==> src/rtl/hilo_muldiv_ctrl.sv <==
// HI/LO multiply/divide unit: iterative shift-add multiply and restoring divide,
// one iteration per cycle, with a sign-fix cycle before the HI/LO write.
module hilo_muldiv_ctrl #(
  parameter int DATA_WIDTH = 32
) (
  input  logic                  clk,
  input  logic                  rst_n,
  input  logic                  start,
  input  logic [2:0]            op,
  input  logic [DATA_WIDTH-1:0] src_a,
  input  logic [DATA_WIDTH-1:0] src_b,
  output logic                  busy,
  output logic                  done,
  output logic                  div_by_zero,
  output logic [DATA_WIDTH-1:0] hi,
  output logic [DATA_WIDTH-1:0] lo
);

  localparam int         W    = DATA_WIDTH;
  localparam logic [5:0] LAST = 6'(W - 1);

  typedef enum logic [1:0] {IDLE, CALC, FIX} state_t;

  state_t         state_q, state_d;
  logic [5:0]     cnt_q, cnt_d;
  logic [W-1:0]   hi_q, hi_d, lo_q, lo_d;
  logic           done_q, done_d, dbz_q, dbz_d;
  logic           is_div_q, is_div_d;
  logic           neg_q_q, neg_q_d;   // product / quotient sign
  logic           neg_r_q, neg_r_d;   // remainder sign
  logic [W-1:0]   opnd_q, opnd_d;     // multiplicand or divisor magnitude
  logic [W-1:0]   acc_hi_q, acc_hi_d, acc_lo_q, acc_lo_d;

  logic [W-1:0]   mag_a, mag_b;
  logic [W:0]     mul_sum;
  logic [W:0]     div_shift;
  logic           div_ge;
  logic [W-1:0]   div_diff;
  logic [2*W-1:0] prod, prod_fix;

  // op[0] marks the signed variants of both multiply and divide
  assign mag_a = (op[0] && src_a[W-1]) ? -src_a : src_a;
  assign mag_b = (op[0] && src_b[W-1]) ? -src_b : src_b;

  assign mul_sum   = {1'b0, acc_hi_q} + (acc_lo_q[0] ? {1'b0, opnd_q} : '0);
  assign div_shift = {acc_hi_q, acc_lo_q[W-1]};
  assign div_ge    = div_shift >= {1'b0, opnd_q};
  // Only consumed when div_ge holds, where the difference is below the divisor
  assign div_diff  = div_shift[W-1:0] - opnd_q;

  assign prod     = {acc_hi_q, acc_lo_q};
  assign prod_fix = neg_q_q ? -prod : prod;

  always_comb begin
    state_d  = state_q;
    cnt_d    = cnt_q;
    hi_d     = hi_q;
    lo_d     = lo_q;
    done_d   = 1'b0;
    dbz_d    = 1'b0;
    is_div_d = is_div_q;
    neg_q_d  = neg_q_q;
    neg_r_d  = neg_r_q;
    opnd_d   = opnd_q;
    acc_hi_d = acc_hi_q;
    acc_lo_d = acc_lo_q;
    case (state_q)
      IDLE: begin
        if (start) begin
          if (!op[2]) begin
            if (op[1] && src_b == '0) begin
              hi_d   = src_a;
              lo_d   = '1;
              done_d = 1'b1;
              dbz_d  = 1'b1;
            end else begin
              state_d  = CALC;
              cnt_d    = '0;
              is_div_d = op[1];
              neg_q_d  = op[0] & (src_a[W-1] ^ src_b[W-1]);
              neg_r_d  = op[0] & src_a[W-1];
              opnd_d   = op[1] ? mag_b : mag_a;
              acc_hi_d = '0;
              acc_lo_d = op[1] ? mag_a : mag_b;
            end
          end else if (!op[1]) begin
            if (op[0]) lo_d = src_a;
            else       hi_d = src_a;
            done_d = 1'b1;
          end
        end
      end
      CALC: begin
        if (is_div_q) begin
          acc_hi_d = div_ge ? div_diff : div_shift[W-1:0];
          acc_lo_d = {acc_lo_q[W-2:0], div_ge};
        end else begin
          {acc_hi_d, acc_lo_d} = {mul_sum, acc_lo_q[W-1:1]};
        end
        cnt_d = cnt_q + 6'd1;
        if (cnt_q == LAST) state_d = FIX;
      end
      FIX: begin
        if (is_div_q) begin
          lo_d = neg_q_q ? -acc_lo_q : acc_lo_q;
          hi_d = neg_r_q ? -acc_hi_q : acc_hi_q;
        end else begin
          {hi_d, lo_d} = prod_fix;
        end
        done_d  = 1'b1;
        state_d = IDLE;
      end
      default: state_d = IDLE;
    endcase
  end

  always_ff @(posedge clk) begin
    if (!rst_n) begin
      state_q  <= IDLE;
      cnt_q    <= '0;
      hi_q     <= '0;
      lo_q     <= '0;
      done_q   <= 1'b0;
      dbz_q    <= 1'b0;
      is_div_q <= 1'b0;
      neg_q_q  <= 1'b0;
      neg_r_q  <= 1'b0;
      opnd_q   <= '0;
      acc_hi_q <= '0;
      acc_lo_q <= '0;
    end else begin
      state_q  <= state_d;
      cnt_q    <= cnt_d;
      hi_q     <= hi_d;
      lo_q     <= lo_d;
      done_q   <= done_d;
      dbz_q    <= dbz_d;
      is_div_q <= is_div_d;
      neg_q_q  <= neg_q_d;
      neg_r_q  <= neg_r_d;
      opnd_q   <= opnd_d;
      acc_hi_q <= acc_hi_d;
      acc_lo_q <= acc_lo_d;
    end
  end

  assign busy        = (state_q != IDLE);
  assign done        = done_q;
  assign div_by_zero = dbz_q;
  assign hi          = hi_q;
  assign lo          = lo_q;

endmodule
==> config.mk <==
export PLATFORM = sky130hd
export DESIGN_NAME = hilo_muldiv_ctrl
export DESIGN_NICKNAME = d
export VERILOG_FILES = /design/src/rtl/hilo_muldiv_ctrl.sv
export SDC_FILE = /design/constraint.sdc
export NUM_CORES = 1
export LEC_CHECK = 0
export CORE_ASPECT_RATIO = 0.9
export CORE_UTILIZATION = 35
export DETAILED_ROUTE_END_ITERATION = 7
export HOLD_SLACK_MARGIN = 0.15
export SLEW_MARGIN = 10
export SYNTH_ARGS = -nofsm -noshare
export SYNTH_HDL_FRONTEND = slang
export SYNTH_SLANG_ARGS = --single-unit
==> constraint.sdc <==
create_clock -name clk -period 7 [get_ports clk]
set_input_delay 1.75 -clock clk [delete_from_list [all_inputs] [get_ports clk]]
set_output_delay 1.75 -clock clk [all_outputs]
set_load 0.1 [all_outputs]
======== Yosys cells after proc, flatten, opt, wreduce, memory -nomap -nowiden ========
Index checks and enable logic that the tools add are counted.
word-level totals
  flip-flop bits (word level) ............. 173
operators by class
  muxes and demuxes ....................... 47
  order comparisons ....................... 1
  add/subtract/negate cells ............... 8
  reductions and logical operators ........ 14
  equality and inequality tests ........... 11
  bitwise operators ....................... 8
operators with widths
  cell                 count
  $mux 32              28
  $pmux 32 s2          4
  $neg 32->32          4
  $mux 64              1
  $neg 64->64          1
  $add 32x32->33       1
  $ge 33x32->1         1
  $logic_not 32->1     1
  $sub 32x32->32       1
  $mux 6               3
  $ne 3x3->1 const B   4
  $pmux 6 s2           1
  $reduce_and 4->1     3
  $reduce_and 5->1     2
  $mux 2               4
  $ne 2x2->1 const B   4
  $add 6x1->6 const B  1
  $eq 6x5->1 const B   1
  $reduce_bool 2->1    3
  $not 1->1            5
  $mux 1               4
  $pmux 2 s2           1
  $reduce_or 4->1      1
  $logic_and 1x1->1    3
  other kinds (6)      7

======== Longest topological paths before layout ========
  depth in word-level cells ............... 7
  gate-level depth with buffers ........... 14
  depth with buffers taken out ............ 13

======== Least setup slack after synthesis ========
Ideal clock, no wire load.
  path kind ............................... input-to-reg
  from .................................... input port src_a[13]
  to ...................................... register acc_lo_q[29]
  slack ................................... 2.959 ns
  library setup time ...................... 0.137 ns
  required time ........................... 6.863 ns
  buffers on the path ..................... 0
  data arrival time ....................... 3.905 ns
  cell stages on the path ................. 9
  path through ............................ or4_1 or4_1 nor3_2 nand2_1 o41ai_2 xor2_1 nand2_1 o211ai_1 a31oi_1
between the ends
  cells in the longest elaborated chain, start to end .. 7
RTL lines
  element               line  source
  from (decl)           10    input logic [DATA_WIDTH-1:0] src_a,
  $neg 32->32           42    assign mag_a = (op[0] && src_a[W-1]) ? -src_a : src_a;
  $mux 32               42
  $mux 32               84    acc_lo_d = op[1] ? mag_a : mag_b;
  $mux 32               71    if (op[1] && src_b == '0) begin
  $mux 32               70    if (!op[2]) begin
  $mux 32               69    if (start) begin
  $pmux 32 s2           67    case (state_q)
  to (signal assigned)  143   acc_lo_q <= acc_lo_d;
  to (decl)             32    logic [W-1:0] acc_hi_q, acc_hi_d, acc_lo_q, acc_lo_d;
No other way between the ends. The select of a mux whose other input is x is not followed.
A chain may end at the register's enable or synchronous reset.

======== Final worst setup path ========
  from .................................... input port src_b[2]
  to ...................................... register neg_r_q
between the ends
  cells in the longest elaborated chain, start to end .. 4
RTL lines
  element                            line  source
  from (decl)                        11    input logic [DATA_WIDTH-1:0] src_b,
  $logic_not 32->1                   71
  $logic_and 1x1->1                  71
  $not 1->1 (no source line)         -
  $reduce_and 4->1 (no source line)  -
  to (signal assigned)               140   neg_r_q <= neg_r_d;
  to (decl)                          30    logic neg_r_q, neg_r_d;
No other way between the ends.

==> summary.txt <==
Setup Skew: 20.3 ps
Synth top area share: 23.4%
Worst path depth: 11
Worst r2r src: acc_lo_q[0]
Fin. max-slew vios: 0
Number of global-route vias before repair: 14370
Total track usage: 27.0%
Core Util, Final: 40.8%
Crit path to: neg_r_q
Post-synth net total: 2167
Tcrit/Tclk final: 70.1%
Final setup violation count: 0
Hpwl dp: 45600 um
Post-synthesis async set-or-reset flop share: 0%
CTS root buf: clkbuf_16
Post-synth EDFFs: 0
Pin count of the biggest net entering global routing: 80
CP peak stage delay: 770 ps
Core area: 41800 sq um
Yosys warning count: 0
Final count of hold timing violations: 0
Worst reg2reg path endpoint: acc_hi_q[24]
R2R cell count: 14
Final Routed Wirelength: 59000 um
Worst Tran Pin Value: 1220 ps
Clk pwr share: 31.6%
Initial DRT Pass Iterations: 8
R2R setup slack: 2410 ps
Initial core utilization: 35.4%
Main synth FF type: dfxtp_1
Switching power: 1.23 mW
Critical-path top delay cell: nand2_1
Die footprint: 43100 sq um
Max Clock Freq: 0.204 GHz
P_leak: 6.45 nW
Postcts setup bufs: 0
First-pass GRT wire length: 88500 um
Delay-heaviest family, CP: simple AND/OR/NAND/NOR gates
Yosys reg bits: 173
CTS Buf Count: 17
Top Ports: 137
CTS tree: yes
Crit start category: primary input
Die height: 197 um
Syn Std Cell Area: 14800 sq um
Arr. time, crit path: 5240 ps
Setup TNS: 0 ps
Sw frac: 39.9%
Die X: 219 um
Vias: 15822
WP data required: 7330 ps
Status: complete, no violations
Synth top area cells: dfxtp_1 (23%), a21oi_1 (6.2%), nor2_1 (6.1%), ha_1 (5.8%), o21ai_0 (5.3%)
Crit path cell chain: clkdlybuf4s50_1 -> nor4_2 -> and3_1 -> and2_0 -> and3_1 -> nand2_1 -> nand2_1 -> buf_4 -> nor2_1 -> a21oi_1 -> nor2_1
Max-cap violations: 0
RSZ-0062 raised after global routing: false
Peak supply drop: 0.000109 V
Pwr dens: 181 nW/um^2
Routed len/inst: 22.5 um
Critical path startpoint: src_b[2]
Vias per inst: 6.03
Cell variety after synth: 84
Slew headroom: 18.6%
Syn Inst Count: 2026
Row Count: 71
Combinational power share: 32.6%
Internal power: 1.85 mW
Port Buffers: 136
Hold buffer count at cts: 0
Seq/Total Area, Yosys: 23.4%
Total design power: 3.08 mW
Sequential power share: 35.7%
Avg Cell Area, Syn: 7.30 sq um
Initial drt markers: 1956
# resized after CTS: 0
Yosys top cell by area: dfxtp_1
Post-DRT Antenna Nets: 0
CP bufs+invs: 2
GRT overflow: 0
Clock sink total: 173
Clock-pin slew on the worst setup and hold paths: 80 ps
Post-layout minimum cycle time: 4910 ps
Area growth syn-to-layout: 15.1%
CP Class: primary input to register
Initial antenna violation count: 0
Drt drc: 0
GPL Wtd Cong: 0.946
Final nets: 2206
Clock latency on the worst-skew pair: 480 ps
Hold Path Class: register to register
CTS max path bufs: 2
Fraction of layout cells with a size suffix above 1: 5.34%
Diode count: 0
Max FO, Critical Path: 28
H-Tree Depth: 4
Setup crit end kind: register
[cell usage after synthesis (21+ instances only)]
cell / instances
a211oi_1: 26
a21o_1: 25
a21oi_1: 183
a22oi_1: 23
a31oi_1: 40
clkbuf_1: 109
dfxtp_1: 173
ha_1: 69
inv_1: 56
mux2i_1: 62
nand2_1: 194
nand3_1: 40
nand4_1: 21
nor2_1: 240
nor3_1: 40
o211ai_1: 30
o21ai_0: 158
o22ai_1: 31
o31ai_1: 23
or3_1: 26
xnor2_1: 89
xor2_1: 83
[worst register-to-register path: stages (launching register included)]
cell and delay [ps]:
dfxtp_1 400, inv_1 310, buf_4 380, nor2_1 100, ha_1 360, a21oi_1 220
o21ai_0 160, a2111oi_0 410, o21ai_0 160, buf_4 190, a311oi_1 930, o21bai_1 210
xnor2_1 350, o32ai_1 130, o2bb2ai_1 150
[how the worst min path moves through the flow]
stage / from / end / slack [ps] / cells past startpoint
2_1_floorplan: opnd_q[10] / opnd_q[10] / 430 / 2
3_3_place_gp: opnd_q[17] / opnd_q[17] / 440 / 2
3_5_place_dp: opnd_q[17] / opnd_q[17] / 450 / 2
4_1_cts: opnd_q[17] / opnd_q[17] / 460 / 2
5_1_grt: opnd_q[12] / opnd_q[12] / 470 / 2
6_report: lo[25] / lo[25] / 460 / 2
[power by group through the flow]
| stage | sequential, mW | clock, mW | combinational [mW] |
|---|---|---|---|
| 6_report | 1.10 | 0.975 | 1.01 |
| 5_1_grt | 1.11 | 1.01 | 1.07 |
| 4_1_cts | 1.10 | 0.976 | 0.986 |
| 3_5_place_dp | 1.12 | 0 | 0.981 |
| 3_3_place_gp | 1.12 | 0 | 0.977 |
| 2_1_floorplan | 1.20 | 0 | 0.590 |
[logic make-up (layout without fill, tap and decap cells)]
group / count (synthesis) / in the layout / synth area share [%]
and+or+nand+nor: 674 / 674 / 21.2
AOI/OAI and AO/OA: 669 / 669 / 28.8
buffers and inverters: 193 / 245 / 5.22
DFF: 173 / 173 / 23.4
xor gates and xnor gates: 172 / 172 / 10.2
muxes: 74 / 74 / 5.11
adders and majority gates: 71 / 71 / 6.11
[final cells by class]
type / instances / area, sq um
clock inverters: 15 / 149
fillers: 4338 / 24700
flip-flops and latches: 173 / 3460
well taps: 547 / 684
repair buffers: 156 / 1500
multi-input cells: 1660 / 10600
clock buffers: 17 / 425
inverters: 57 / 214
[layout by cell type, fill, tap and decap left out, types with 20 or more instances in the layout]
cell | netlist | layout
o211ai_1 | 30 | 30
nor2_1 | 240 | 238
o22ai_1 | 31 | 31
mux2i_1 | 62 | 62
buf_4 | 2 | 20
nor3_1 | 40 | 39
xnor2_1 | 89 | 89
a21o_1 | 25 | 25
ha_1 | 69 | 69
xor2_1 | 83 | 83
nand2_1 | 194 | 194
dfxtp_1 | 173 | 172
o31ai_1 | 23 | 23
clkdlybuf4s50_1 | 0 | 134
nand3_1 | 40 | 40
a31oi_1 | 40 | 40
nand4_1 | 21 | 21
a211oi_1 | 26 | 26
or3_1 | 26 | 26
a22oi_1 | 23 | 23
inv_1 | 56 | 56
a21oi_1 | 183 | 183
o21ai_0 | 158 | 158
[stage by stage]
stage                     hold WS [ps]  instances  worst slack (ps)  cell area, sq um
final                              457       2625              2090             17000
after global routing               473       2625              1960             17000
after CTS                          459       2625              2210             17000
after detailed placement           451       2593              1740             16400
after global placement             441       2593              1810             16400
after floorplan                    432       2026              2960             14800
[metal layers]
layer,vias up,track usage [%],routed length (um)
met5,-,0,0
met4,0,7.18,1290
met2,766,39.1,24100
met3,67,5.54,5610
met1,7536,40.0,28000
li1,7453,-,-
[registers in the layout (all words and copies together) (netlist names)]
| name | flops |
|---|---|
| opnd_q | 32 |
| state_q | 2 |
| neg_r_q | 1 |
| neg_q_q | 1 |
| cnt_q | 6 |
| acc_hi_q | 32 |
| done | 1 |
| acc_lo_q | 32 |
| div_by_zero | 1 |
| hi | 32 |
| lo | 32 |
| is_div_q | 1 |
No activity file was read; power rests on OpenSTA's default activity.
